==> src/rtl/vram_arbiter.sv <==
// VRAM arbiter: one single-port BRAM shared by VGA scanout and a CPU port.
// VGA fetches always win and are granted in the cycle they arrive.
// A CPU access takes two cycles: issue, then acknowledge.
// Optional fetch-stall statistics are enabled with `define VRAM_ARB_STATS_EN.
module vram_arbiter #(
  parameter int ADDR_W = 15,
  parameter int DATA_W = 16
) (
  input  logic              CLK_VGA,
  input  logic              reset,
  input  logic              vga_req,
  input  logic [ADDR_W-1:0] vga_addr,
  output logic [DATA_W-1:0] vga_data,
  output logic              vga_valid,
  input  logic              cpu_req,
  input  logic              cpu_we,
  input  logic [ADDR_W-1:0] cpu_addr,
  input  logic [DATA_W-1:0] cpu_wdata,
  output logic [DATA_W-1:0] cpu_rdata,
  output logic              cpu_ack,
  output logic [ADDR_W-1:0] mem_addr,
  output logic              mem_we,
  output logic [DATA_W-1:0] mem_wdata,
  input  logic [DATA_W-1:0] mem_rdata
`ifdef VRAM_ARB_STATS_EN
  ,
  input  logic              stats_clr,
  output logic [15:0]       cpu_stall_cnt
`endif
);

  typedef enum logic {
    IDLE     = 1'b0,
    CPU_PEND = 1'b1
  } state_t;

  state_t            r_state;
  logic              r_vga_valid;
  logic              r_cpu_ack;
  logic              r_cpu_rd;
  logic [ADDR_W-1:0] r_mem_addr;
  logic [DATA_W-1:0] r_mem_wdata;

  logic              w_vga_gnt;
  logic              w_cpu_gnt;

  // No access is granted while reset is held so the BRAM is never written
  // during reset; the CPU only gets the port when VGA does not want it.
  assign w_vga_gnt = vga_req & ~reset;
  assign w_cpu_gnt = (r_state == IDLE) & cpu_req & ~vga_req & ~reset;

  // Memory port follows the current-cycle grant; address and write data hold otherwise.
  always_comb begin
    mem_addr  = r_mem_addr;
    mem_wdata = r_mem_wdata;
    mem_we    = 1'b0;
    if (w_vga_gnt) begin
      mem_addr = vga_addr;
    end else if (w_cpu_gnt) begin
      mem_addr  = cpu_addr;
      mem_wdata = cpu_wdata;
      mem_we    = cpu_we;
    end
  end

  // Arbitration FSM plus the registered response strobes.
  always_ff @(posedge CLK_VGA) begin
    if (reset) begin
      r_state     <= IDLE;
      r_vga_valid <= 1'b0;
      r_cpu_ack   <= 1'b0;
      r_cpu_rd    <= 1'b0;
      r_mem_addr  <= '0;
      r_mem_wdata <= '0;
    end else begin
      r_vga_valid <= w_vga_gnt;
      r_mem_addr  <= mem_addr;
      r_mem_wdata <= mem_wdata;
      case (r_state)
        IDLE: begin
          if (w_cpu_gnt) begin
            r_state   <= CPU_PEND;
            r_cpu_ack <= 1'b1;
            r_cpu_rd  <= ~cpu_we;
          end else begin
            r_cpu_ack <= 1'b0;
          end
        end
        CPU_PEND: begin
          r_state   <= IDLE;
          r_cpu_ack <= 1'b0;
        end
        default: begin
          r_state   <= IDLE;
          r_cpu_ack <= 1'b0;
        end
      endcase
    end
  end

  // Read data arrives from the BRAM one cycle after the grant, aligned with
  // the strobes. A reset landing on that cycle cancels the response.
  assign vga_valid = r_vga_valid & ~reset;
  assign cpu_ack   = r_cpu_ack & ~reset;
  assign vga_data  = vga_valid ? mem_rdata : '0;
  assign cpu_rdata = (cpu_ack & r_cpu_rd) ? mem_rdata : '0;

`ifdef VRAM_ARB_STATS_EN
  logic [15:0] r_stall_cnt;

  // Count idle CPU requests pushed back by VGA; clear beats increment, saturates.
  always_ff @(posedge CLK_VGA) begin
    if (reset || stats_clr) begin
      r_stall_cnt <= '0;
    end else if ((r_state == IDLE) && cpu_req && vga_req && (r_stall_cnt != 16'hFFFF)) begin
      r_stall_cnt <= r_stall_cnt + 16'd1;
    end
  end

  assign cpu_stall_cnt = r_stall_cnt;
`endif

endmodule

==> config.mk <==
export PLATFORM = sky130hd
export DESIGN_NAME = vram_arbiter
export DESIGN_NICKNAME = d
export VERILOG_FILES = /design/src/rtl/vram_arbiter.sv
export SDC_FILE = /design/constraint.sdc
export NUM_CORES = 1
export LEC_CHECK = 0
export ABC_AREA = 1
export BUFFER_PORTS_ARGS = -buffer_cell sky130_fd_sc_hd__buf_2
export CORE_ASPECT_RATIO = 1.4
export CORE_MARGIN = 5
export CORE_UTILIZATION = 39
export DETAILED_ROUTE_END_ITERATION = 7
export HOLD_SLACK_MARGIN = 0.15
export MAX_ROUTING_LAYER = met4
export PLACE_DENSITY = 0.87
export SYNTH_ARGS = -nofsm -noshare
export SYNTH_HDL_FRONTEND = slang
export SYNTH_SLANG_ARGS = --single-unit
==> constraint.sdc <==
create_clock -name CLK_VGA -period 3.4 [get_ports CLK_VGA]
set_clock_uncertainty 0.2 [all_clocks]
set_input_delay 0.68 -clock CLK_VGA [delete_from_list [all_inputs] [get_ports CLK_VGA]]
set_output_delay 0.68 -clock CLK_VGA [all_outputs]
set_load 0.02 [all_outputs]
==> summary.txt, run 1 <==
POWER AND IR DROP
------------------------------------------------------------------------------------------
Highest ir drop seen on vdd                                                       0.237 mV
Switching power summed over all nets                                            0.000308 W
Internal power component                                                        0.000728 W
Power share of the sequential group                                                  41.4%
Share of power burned in the clock network                                           32.5%
Switching part of the total power                                                    29.7%
Share of total power in combinational logic                                          26.1%
Pwr/cell area                                                                   378 mW/mm2
Leakage power summed over all cells                                                1.84 nW

CELLS AND AREA
------------------------------------------------------------------------------------------
Layout-stage area growth over the synthesis result                                   42.7%
Share of final-layout standard cells stronger than drive strength 1                  39.0%
Final layout net count                                                                 512
Antenna diode count                                                                      0

YOSYS
------------------------------------------------------------------------------------------
Number of cells produced by synthesis                                                  315
Sequential-to-total area share from yosys stat                                       35.4%
Number of different library cells in the post-synthesis netlist                         15
Nets in the synthesized netlist                                                        382
Total number of yosys warnings                                                           0
Average footprint of a synthesized cell                                           6.11 um2
Synthesized cell area                                                          0.00192 mm2
Synthesis-stage register bit count                                                      34

CLOCK TREE
------------------------------------------------------------------------------------------
Post-CTS Hold Fix Bufs                                                                   0
Number of setup buffers added after CTS                                                  0
Clock tree from TritonCTS                                                              yes
Cell at the root of the clock tree                                                clkbuf_8
Maximum buffer depth of the clock tree                                                   2
Worst-Skew Late Latency                                                            0.27 ns
Depth of the CTS H-tree                                                                  2
Number of cells upsized or downsized after cts                                           0
Clock edge transition at the registers on the reported setup and hold paths        0.06 ns
CTS sink count                                                                          34
Number of CTS-inserted buffers                                                           5

GRT
------------------------------------------------------------------------------------------
Via count of the first global-routing pass                                            2095
Met1 Resource Use GR                                                                 16.4%
Met2 Use GR                                                                          31.7%
Antenna violations before repair                                                         0
Gr usage total                                                                       17.2%
Global routing usage on met3                                                         5.59%
Final global-route overflow total                                                        0
Gr busiest metal                                                                      met2
Largest net degree at the start of global routing                                       31
Wire length of the first global-routing pass                                       8.87 mm

WORST SETUP PATH
------------------------------------------------------------------------------------------
Crit-path max cell delay                                                           0.29 ns
Number of cells on the worst reg-to-reg path                                             7
Worst reg2reg path startpoint                                                    r_cpu_ack
Register-to-Register Setup Slack                                                   1.82 ns
Data required time at the worst endpoint                                           2.52 ns
Critical-path top delay cell                                                         buf_4
Worst R2R End                                                                 r_mem_addr[14]
Ordered list of cells on the worst path                                       buf_2 > buf_4 > inv_1 > nand2_1 > buf_4 > nand3_1 > nand2_1 > inv_1 > buf_2
Number of buffers and inverters on the critical path                                     6
Class of the most critical setup path                                         input pin to output pin
Worst-path fanout max                                                                   30
Crit path capture type                                                          output pin
Crit path DAT                                                                      1.96 ns
Crit path max-delay family                                                    buffers and inverters
CP startpoint kind                                                               input pin

PLACED DESIGN
------------------------------------------------------------------------------------------
Placer congestion estimate                                                           0.804
Port bufs                                                                              132
Final HPWL DP                                                                      4.32 mm

OUTCOME
------------------------------------------------------------------------------------------
Result of the run                                                             finished clean

STA
------------------------------------------------------------------------------------------
Fraction of the cycle the final worst path needs                                     83.4%
Peak Freq                                                                        0.353 GHz
Hold slack final                                                                  0.316 ns
Relative slew slack                                                                  61.0%
Setup tns final                                                                       0 ns
Setup-failing EPs final                                                                  0
Unrepaired setup endpoints after global routing                                      false
Max-slew violation count                                                                 0
Least-Margin Pin Slew                                                             0.584 ns
Number of endpoints with negative hold slack in the final report                         0
Post-layout min period                                                             2.84 ns

FLOORPLAN
------------------------------------------------------------------------------------------
Starting density of the core                                                         40.1%
Number of placement rows                                                                30
Die area                                                                       0.00646 mm2
Die span in y                                                                      93.1 um
Total core area                                                                0.00480 mm2
Die Wd                                                                             69.4 um
Count of boundary I/O pins                                                             133

FLOW RUN
------------------------------------------------------------------------------------------
Max-cap viol count                                                                       0

DRT
------------------------------------------------------------------------------------------
Routed WL per cell                                                                 10.4 um
Wire length reported by the detailed router                                        5.32 mm
Via density                                                                           4.27
Initial detailed-routing violation count                                                93
First-pass iteration count of the detailed router                                        4
# DRC                                                                                    0
Detailed-route via count                                                              2176
Residual antenna-violating net count after detailed routing                              0

MIN PATH
------------------------------------------------------------------------------------------
Hold Path Sink                                                                    r_cpu_rd
Worst Hold Path Cells                                                                    2
Start point of the worst hold path                                                r_cpu_rd
Hold/Removal Path Class                                                       register to register

## flip-flops by register name (all words and copies together), names as in the netlist
signal	count
r_vga_valid	1
r_cpu_rd	1
r_mem_addr	15
r_mem_wdata	16
r_cpu_ack	1
## area by class of cell
cell class	count	area (um2)
fill	478	2060
multi-input combinational	180	830
timing repair buffer	139	726
sequential	34	681
inverter	85	319
clock buffer	8	110
tap	64	80.1
## power by group through the flow
stage	clock (W)	combinational, W	sequential (W)
after global routing	0.000370	0.000303	0.000431
final	0.000337	0.000270	0.000429
after detailed placement	0	0.000273	0.000438
after CTS	0.000350	0.000274	0.000429
after floorplan	0	0.000173	0.000437
after global placement	0	0.000267	0.000437
## cells in the final DEF (no fill, tap or decap), types with 6 or more instances in the layout
cell type	instances
dfxtp_1	34
nor2_1	71
o21ai_2	10
nor2_2	9
nand2_1	44
clkbuf_8	8
nand2_2	7
buf_4	6
inv_1	85
nand3_1	30
buf_2	132
## worst max-delay path by stage
| stage | depth (start not counted) | slack [ns] | start | to |
|---|---|---|---|---|
| 6_report | 9 | 0.56 | reset | mem_addr[11] |
| 5_1_grt | 10 | 0.40 | reset | mem_addr[11] |
| 3_5_place_dp | 9 | 0.55 | reset | mem_addr[11] |
| 4_1_cts | 10 | 0.54 | reset | mem_addr[4] |
| 3_3_place_gp | 6 | 0.58 | reset | cpu_rdata[13] |
| 2_1_floorplan | 5 | 0.67 | reset | cpu_rdata[10] |
## routing by layer
metal  vias up  part of all wire (%)  routed length [um]
met1       940                    37                1980
met5         -                     0                   0
met2        70                    53                2840
met4         0                   1.8                  98
met3        10                   7.4                 395
li1       1156                     -                   -
## stage by stage
stage | instance area [um2] | worst slack (ns) | utilization [%] | total power (W) | std cells
finish | 2750 | 0.564 | 57.1 | 0.00104 | 510
floorplan | 1920 | 0.674 | - | 0.000610 | 315
CTS | 2750 | 0.544 | 57.1 | 0.00105 | 510
global placement | 2640 | 0.576 | 54.8 | 0.000704 | 502
global route | 2750 | 0.402 | 57.1 | 0.00110 | 510
detailed placement | 2640 | 0.555 | 54.8 | 0.000711 | 502
## logic make-up (layout without fill, tap and decap cells)
| logic type | count (synthesis) | after routing | share of synthesized area, % |
|---|---|---|---|
| AND/OR/NAND/NOR | 162 | 162 | 36.5 |
| buffers and inverters | 101 | 232 | 21.5 |
| flip-flops | 34 | 34 | 35.4 |
| AO/OA/AOI/OAI | 18 | 18 | 6.63 |
## synthesized netlist by cell type
library cell  count  area, um2
a21oi_1           1       5.00
buf_2            10       50.1
buf_6             3       33.8
clkbuf_1          3       11.3
dfxtp_1          34        681
inv_1            85        319
nand2_1          44        165
nand2_2           7       43.8
nand3_1          30        150
nor2_1           71        267
nor2_2            9       56.3
nor2_8            1       20.0
o21ai_0           4       20.0
o21ai_1           3       15.0
o21ai_2          10       87.6
## tightest hold or removal path: cells and delay by family, from the launching register on
family / cells / cell delay (ns)
AOI/OAI and AO/OA: 1 / 0.08
DFF: 1 / 0.33
and+or+nand+nor: 1 / 0.07
Power figures use the tool's default switching activity.
==> run 2, diff against run 1 <==
CORE_UTILIZATION = 37   (was 39)
clock period = 2.4 ns   (was 3.4 ns; I/O delays follow)
==> summary.txt, run 2 (same netlist as run 1, synthesis figures left out) <==
PLACED DESIGN
------------------------------------------------------------------------------------------
Final HPWL DP                                                                      4.36 mm   +1.0%
Placer congestion estimate                                                           0.886   +10%
Port bufs                                                                              132   unchanged
Setup slack at placement                                                          0.146 ns   -0.408 ns

DRT
------------------------------------------------------------------------------------------
Detailed-route via count                                                              2167   -0.41%
Residual antenna-violating net count after detailed routing                              0   unchanged
Initial detailed-routing violation count                                                53   -43%
First-pass iteration count of the detailed router                                        4   unchanged
Routed WL per cell                                                                 10.3 um   -1.2%
Via density                                                                           4.23   -0.80%
Wire length reported by the detailed router                                        5.28 mm   -0.77%
# DRC                                                                                    0   unchanged

STA
------------------------------------------------------------------------------------------
Max-slew violation count                                                                 0   unchanged
Relative slew slack                                                                  63.9%   +2.9 points
Setup-failing EPs final                                                                  0   unchanged
Setup tns final                                                                       0 ns   unchanged
Fraction of the cycle the final worst path needs                                     93.0%
Unrepaired setup endpoints after global routing                                      false
Number of endpoints with negative hold slack in the final report                         0   unchanged
Least-Margin Pin Slew                                                             0.540 ns   -0.0436 ns
Peak Freq                                                                        0.448 GHz
Final critical-path setup slack                                                   0.169 ns   -0.395 ns
Post-layout min period                                                             2.23 ns

WORST SETUP PATH
------------------------------------------------------------------------------------------
Critical-path top delay cell                                                         buf_4
Class of the most critical setup path                                         input pin to output pin
Number of cells on the worst reg-to-reg path                                             5   -2
Crit path capture type                                                          output pin
Worst-path fanout max                                                                   25   -17%
Crit path DAT                                                                      1.55 ns   -0.41 ns
CP startpoint kind                                                               input pin
Crit-path max cell delay                                                           0.28 ns   about the same
Data required time at the worst endpoint                                           1.72 ns   -0.80 ns
Ordered list of cells on the worst path                                       buf_2 > nor2_8 > nand2_2 > buf_4 > nand2_1 > nand3_1 > nand2_1 > inv_1 > buf_2

CLOCK TREE
------------------------------------------------------------------------------------------
Post-CTS Hold Fix Bufs                                                                   0   unchanged
Number of CTS-inserted buffers                                                           5   unchanged
Worst-Skew Late Latency                                                            0.27 ns   about the same
Clock edge transition at the registers on the reported setup and hold paths        0.07 ns   about the same
Maximum buffer depth of the clock tree                                                   2   unchanged
Cell at the root of the clock tree                                                clkbuf_8
Number of setup buffers added after CTS                                                  0   unchanged
Clock tree from TritonCTS                                                              yes
Number of cells upsized or downsized after cts                                           0   unchanged
Depth of the CTS H-tree                                                                  2   unchanged
CTS sink count                                                                          34   unchanged

CELLS AND AREA
------------------------------------------------------------------------------------------
Biggest register                                                               r_mem_wdata
Antenna diode count                                                                      0   unchanged
Commonest non-fill, non-tap cells in the layout                               buf_2 (132), inv_1 (85), nor2_1 (71)
Number of flip-flops under the largest register name                                    16   unchanged
Area of the multi-input gates                                                      830 um2   unchanged
Share of final-layout standard cells stronger than drive strength 1                  38.8%   -0.22 points
FF/Latch Area                                                                      681 um2   unchanged
Layout-stage area growth over the synthesis result                                   41.8%
Commonest non-fill, non-tap cell in the layout                                       buf_2
Final layout net count                                                                 512   unchanged
Total of fill cells in the finished design                                             536   +12%
Biggest regs                                                                  r_mem_wdata x16, r_mem_addr x15
Final Core Density                                                                   53.3%   -3.8 points

POWER AND IR DROP
------------------------------------------------------------------------------------------
Highest ir drop seen on vdd                                                       0.425 mV   +80%
Leakage power summed over all cells                                                1.83 nW   -0.52%
Pwr/cell area                                                                   516 mW/mm2   +37%

GRT
------------------------------------------------------------------------------------------
Via count of the first global-routing pass                                            1947   -7.1%
Antenna violations before repair                                                         0   unchanged
Largest net degree at the start of global routing                                       30   -3.2%
Gr usage total                                                                       15.7%   -1.5 points
Final global-route overflow total                                                        0   unchanged
Wire length of the first global-routing pass                                       8.27 mm   -6.8%

FLOORPLAN
------------------------------------------------------------------------------------------
Die area                                                                       0.00676 mm2   +4.7%
Number of placement rows                                                                31   +3.3%
Count of boundary I/O pins                                                             133   unchanged
Die Wd                                                                             71.0 um   +2.3%
Total core area                                                                0.00512 mm2   +6.6%
Die span in y                                                                      95.3 um   +2.4%
Starting density of the core                                                         37.6%   -2.5 points

FLOW RUN
------------------------------------------------------------------------------------------
Max-cap viol count                                                                       0   unchanged

MIN PATH
------------------------------------------------------------------------------------------
Worst Hold Path Cells                                                                    3   +1
Hold/Removal Path Class                                                       input pin to register

OUTCOME
------------------------------------------------------------------------------------------
Result of the run                                                             finished clean

[run 2: cell types whose count changed in the layout (fill, tap and decap cells not counted)]
cell,before,now
clkbuf_8,8,6
clkbuf_1,0,1
clkinv_2,0,1
[run 2: layout make-up]
type	instances	area share [%]
inverter	85	11.7
clock buffer	7	3.16
multi-input combinational	180	30.4
timing repair buffer	139	26.6
sequential	34	24.9
tap	66	3.03
clock inverter	1	0.183
[run 2: through the flow]
step	total power [W]	area [um2]	hold WS (ns)	cells
finish	0.00141	2730	0.241	512
floorplan	0.000864	1920	0.274	315
CTS	0.00144	2730	0.232	512
global placement	0.000999	2640	0.307	504
detailed placement	0.00101	2640	0.321	504
global route	0.00150	2730	0.246	512
[run 2: layer usage]
metal,track usage (%),vias to the layer above,share of wire [%],wire (um)
met5,-,-,0,0
met4,2.82,0,0.55,29
met3,4.54,4,7.0,368
met2,30.9,63,56,2950
met1,15.0,941,36,1930
li1,-,1159,-,-
[run 2: critical path: cells and delay by family]
family | cells | cell delay [ns]
buffers and inverters | 4 | 0.69
and+or+nand+nor | 5 | 0.37
[run 2: worst paths after layout]
kind | start | slack (ns) | end
worst max register to register | r_cpu_ack | 0.99 | r_mem_wdata[0]
worst min register to register | r_mem_wdata[7] | 0.32 | r_mem_wdata[7]
worst min-delay path | cpu_wdata[4] | 0.24 | r_mem_wdata[4]
worst max-delay path | reset | 0.17 | mem_addr[10]
[run 2: power by group]
part	total (W)	switching (W)	internal, W
Sequential	0.000608	0.00000906	0.000599
Combinational	0.000383	0.000239	0.000144
Clock	0.000417	0.000186	0.000231
Total	0.00141	0.000434	0.000974
